### config.mk
export PLATFORM = sky130hd
export DESIGN_NAME = mycpu_mul
export DESIGN_NICKNAME = d
export VERILOG_FILES = /design/src/rtl/mycpu_mul.sv
export SDC_FILE = /design/constraint.sdc
export NUM_CORES = 1
export LEC_CHECK = 0
export CAP_MARGIN = 20
export CORE_UTILIZATION = 35
export CTS_CLUSTER_SIZE = 40
export DETAILED_ROUTE_END_ITERATION = 12
export GPL_TIMING_DRIVEN = 1
export PLACE_DENSITY = 0.59
export SLEW_MARGIN = 10
export SYNTH_ARGS = -nofsm -noshare
export SYNTH_HDL_FRONTEND = slang
export SYNTH_SLANG_ARGS = --single-unit
### constraint.sdc
create_clock -name clk -period 3.3 [get_ports clk]
set_clock_uncertainty 0.05 [all_clocks]
set_input_delay 0.825 -clock clk [delete_from_list [all_inputs] [get_ports clk]]
set_output_delay 0.825 -clock clk [all_outputs]
set_load 0.1 [all_outputs]
### src/rtl/mycpu_mul.sv
// Iterative shift-and-add unsigned multiplier: one partial product per RUN cycle,
// DW cycles per operation, result and flags registered on entry to DONE.
module mycpu_mul #(
    parameter int DW = 16
) (
    input  logic          clk,
    input  logic          rst_n,
    input  logic          start,
    input  logic [DW-1:0] a,
    input  logic [DW-1:0] b,
    output logic          busy,
    output logic          done,
    output logic [DW-1:0] y,
    output logic          v,
    output logic          z,
    output logic          n
);

    localparam int CW = (DW > 1) ? $clog2(DW) : 1;

    typedef enum logic [1:0] {
        IDLE,
        RUN,
        DONE
    } state_t;

    state_t          state;
    logic [2*DW-1:0] mcand;
    logic [2*DW-1:0] acc;
    logic [2*DW-1:0] acc_next;
    logic [DW-1:0]   mlr;
    logic [CW-1:0]   cnt;

    // On the final RUN cycle acc_next already holds the complete product.
    always_comb begin
        acc_next = acc;
        if (mlr[0]) begin
            acc_next = acc + mcand;
        end
    end

    always_ff @(posedge clk) begin
        if (!rst_n) begin
            state <= IDLE;
            mcand <= '0;
            acc   <= '0;
            mlr   <= '0;
            cnt   <= '0;
            busy  <= 1'b0;
            done  <= 1'b0;
            y     <= '0;
            v     <= 1'b0;
            z     <= 1'b0;
            n     <= 1'b0;
        end else begin
            case (state)
                IDLE, DONE: begin
                    done <= 1'b0;
                    if (start) begin
                        state <= RUN;
                        busy  <= 1'b1;
                        mcand <= {{DW{1'b0}}, a};
                        mlr   <= b;
                        acc   <= '0;
                        cnt   <= '0;
                    end else begin
                        state <= IDLE;
                        busy  <= 1'b0;
                    end
                end
                RUN: begin
                    acc   <= acc_next;
                    mcand <= mcand << 1;
                    mlr   <= mlr >> 1;
                    cnt   <= cnt + CW'(1);
                    if (cnt == CW'(DW - 1)) begin
                        state <= DONE;
                        busy  <= 1'b0;
                        done  <= 1'b1;
                        y     <= acc_next[DW-1:0];
                        v     <= |acc_next[2*DW-1:DW];
                        z     <= (acc_next[DW-1:0] == '0);
                        n     <= acc_next[DW-1];
                    end
                end
                default: begin
                    state <= IDLE;
                    busy  <= 1'b0;
                    done  <= 1'b0;
                end
            endcase
        end
    end

endmodule

==> results.tsv <==
metric	value	unit
outcome	complete, no violations	
vias in the first global route	5457	
Leakage	0.00309	uW
initial DRC count	377	
drt first pass iters	5	
leading cell type in the layout, fill and taps excluded	dfxtp_1	
worst path cell trace	ha_1 -> a21o_1 -> and4_1 -> o21a_1 -> or3_1 -> a31oi_2 -> o21ai_1 -> xor2_1 -> mux2_2 -> nor4_1 -> a21oi_1	
CTS tree	done	
Via Count	5552	
Post-synth top flop	dfxtp_1	
Setup TNS Final	0	ns
GP Congestion	0.911	
RSZ-0062 raised after global routing	no	
gr ovfl total	0	
HPWL after detailed placement	13100	microns
Yosys warnings	0	
Mean Syn Cell Area	8.36	sq um
sequential area share after synthesis	0.353	
critical path fanouts, max	5	
setup ws final	0.132	ns
H-tree levels	3	
area grow syn2layout	19.0	%
DIE WIDTH	132	microns
Power Density	396	nW/um^2
hold_sp	acc[10]	
VDD IR max	0.000254	V
Worst-path clk slew	0.08	ns
Seq pwr share	0.476	
core area	16600	sq um
max-cap viol count	0	
Worst R2R End	v	
CTS Sinks	105	
I/O Buffers	55	
fin crit period	3.17	ns
Worst Tran Pin Value	0.567	ns
Hold Crit Class	register to register	
most frequent cells in the layout	dfxtp_1, nand2_1, nor2_1	
post-synthesis async set-or-reset flop share	0	
Initial Util	0.359	
# IOs	56	
Clock Path Buffers	2	
routed len/inst	17.5	microns
Critical Path AT	3.36	ns
drt via density	5.63	
Post-CTS Hold Fix Bufs	0	
Setup violations, final	0	
CTS Buf Count	9	
clock group share of total power	0.405	
Logic pwr share	0.118	
Reg2Reg Depth	11	
Final #Nets	829	
kind of critical path	register to register	
largest net degree at the start of global routing	39	
Post-synth EDFFs	0	
Int Pwr	2050	uW
launch point of the worst reg-to-reg path	acc[1]	
CTS root buffer	clkbuf_16	
Slew Limit Fails	0	
GRT Total Usage	0.201	
Sw Ratio	0.270	
ANT cells	0	
worst reg2reg setup slack	0.13	ns
Mapped Cells	712	
Synth Cell Area	5950	sq um
Residual DRC	0	
area occupied by multi-input gates	3650	sq um
Slowest Stage Delay on Critical Path	0.43	ns
Critical Path Sink Type	register	
Synth cell types	61	
Hold Violations, Final	0	
Slew headroom	0.622	
worst slack, placed	0.0367	ns
Die Height	132	microns
clk_lat worst skew	0.36	ns
Core Rows	47	
first-pass GRT wire length	27900	microns
Max Fclk	316	MHz
Layout fillers	1709	
Die Area	17500	sq um
Slowest-stage cell, CP	dfxtp_1	
period utilization	0.960	
hold path endpoint	acc[10]	
initial antenna violation count	0	
hold path depth	2	
Mapped Nets	780	
fraction of layout cells with a size suffix above 1	0.103	
worst path required time	3.49	ns
P_sw	756	uW
Yosys reg bits	105	
Post-DRT Antenna Nets	0	
final wirelength	17200	microns
Seq. cell area	2100	sq um
crit start category	register	
[synthesized netlist by cell type (3+ instances only)]
cell type / number / share of area
a22oi_1: 17 / 0.021
o21ai_1: 15 / 0.013
a211o_1: 5 / 0.0074
ha_1: 32 / 0.067
xnor2_1: 15 / 0.022
a21o_1: 10 / 0.013
o211a_1: 14 / 0.024
nand2b_1: 4 / 0.0042
nand2_1: 91 / 0.057
a21boi_0: 18 / 0.023
inv_1: 5 / 0.0032
buf_2: 7 / 0.0059
o31ai_1: 3 / 0.0038
nor2_1: 71 / 0.045
o21ai_0: 23 / 0.019
nand4_1: 11 / 0.012
nor2b_1: 9 / 0.0095
a31oi_1: 4 / 0.0042
mux2i_1: 17 / 0.029
and4_1: 3 / 0.0044
and2_1: 5 / 0.0053
nand3_1: 12 / 0.010
nor3_1: 13 / 0.011
a21oi_1: 45 / 0.038
buf_1: 6 / 0.0038
o21a_1: 7 / 0.0088
xor2_1: 12 / 0.018
o211ai_1: 4 / 0.0050
clkbuf_1: 34 / 0.021
and3_1: 11 / 0.012
o221ai_1: 17 / 0.025
a22o_1: 33 / 0.049
dfxtp_1: 105 / 0.35
[layer usage]
metal  part of all wire  global-route usage  vias to the layer above
met5                  0                   0                        -
met4              0.035              0.0951                        0
met3              0.051              0.0379                       38
met2               0.48               0.346                      159
met1               0.43               0.241                     2638
li1                   -                   -                     2717
[registers in the layout, summed over array words and instances, names as in the netlist]
register  flops
done          1
mcand        32
v             1
acc          32
cnt           4
y            16
state         2
z             1
mlr          16
[kinds of logic after synthesis]
family	after synthesis	share of synthesized area
mux	19	0.0324
xor+xnor	27	0.0397
flops	105	0.353
fa+ha+maj	33	0.0706
buf+inv	54	0.0361
simple gates	240	0.182
compound gates	234	0.286
[critical path: cells and delay by family (launching register included)]
family          cells  cell delay [ns]
flops               1             0.43
mux                 1             0.28
simple gates        3             0.92
fa+ha+maj           1             0.27
xor+xnor            1             0.15
compound gates      5             0.95
[power by group through the flow]
stage	combinational [uW]	clock, uW	sequential, uW
2_1_floorplan	204	0	1360
3_3_place_gp	324	0	1360
3_5_place_dp	330	0	1370
4_1_cts	331	1170	1340
5_1_grt	365	1220	1340
6_report	331	1140	1340
[layout make-up]
class / count / share of cell area
Inverter: 6 / 0.00318
Sequential cell: 105 / 0.297
Multi-Input combinational cell: 553 / 0.515
Clock inverter: 6 / 0.0118
Tap cell: 220 / 0.0388
Timing Repair Buffer: 86 / 0.102
Clock buffer: 10 / 0.0323
[worst max path at each step]
stage / start / endpoint / slack [ns]
2_1_floorplan: mcand[0] / v / 0.36
3_3_place_gp: mcand[0] / v / 0.11
3_5_place_dp: acc[0] / v / 0.04
4_1_cts: acc[1] / v / 0.10
5_1_grt: mcand[9] / v / 0.01
6_report: acc[1] / v / 0.13
[metrics by stage]
stage                     total power [uW]  std cells  hold WS [ns]  area, sq um   util
after global placement                1690        969         0.404         6750  0.407
after floorplan                       1570        712         0.390         5950      -
final                                 2800        986         0.424         7090  0.427
after global routing                  2920        986         0.450         7090  0.427
after detailed placement              1700        969         0.410         6750  0.407
after CTS                             2830        985         0.426         7070  0.426
[timing repair]
item,CTS,global route
setup buffers,0,1
pin swaps,1,2
endpoints found under the setup margin,1,1
gates resized for setup,0,4
Power figures use the tool's default switching activity.
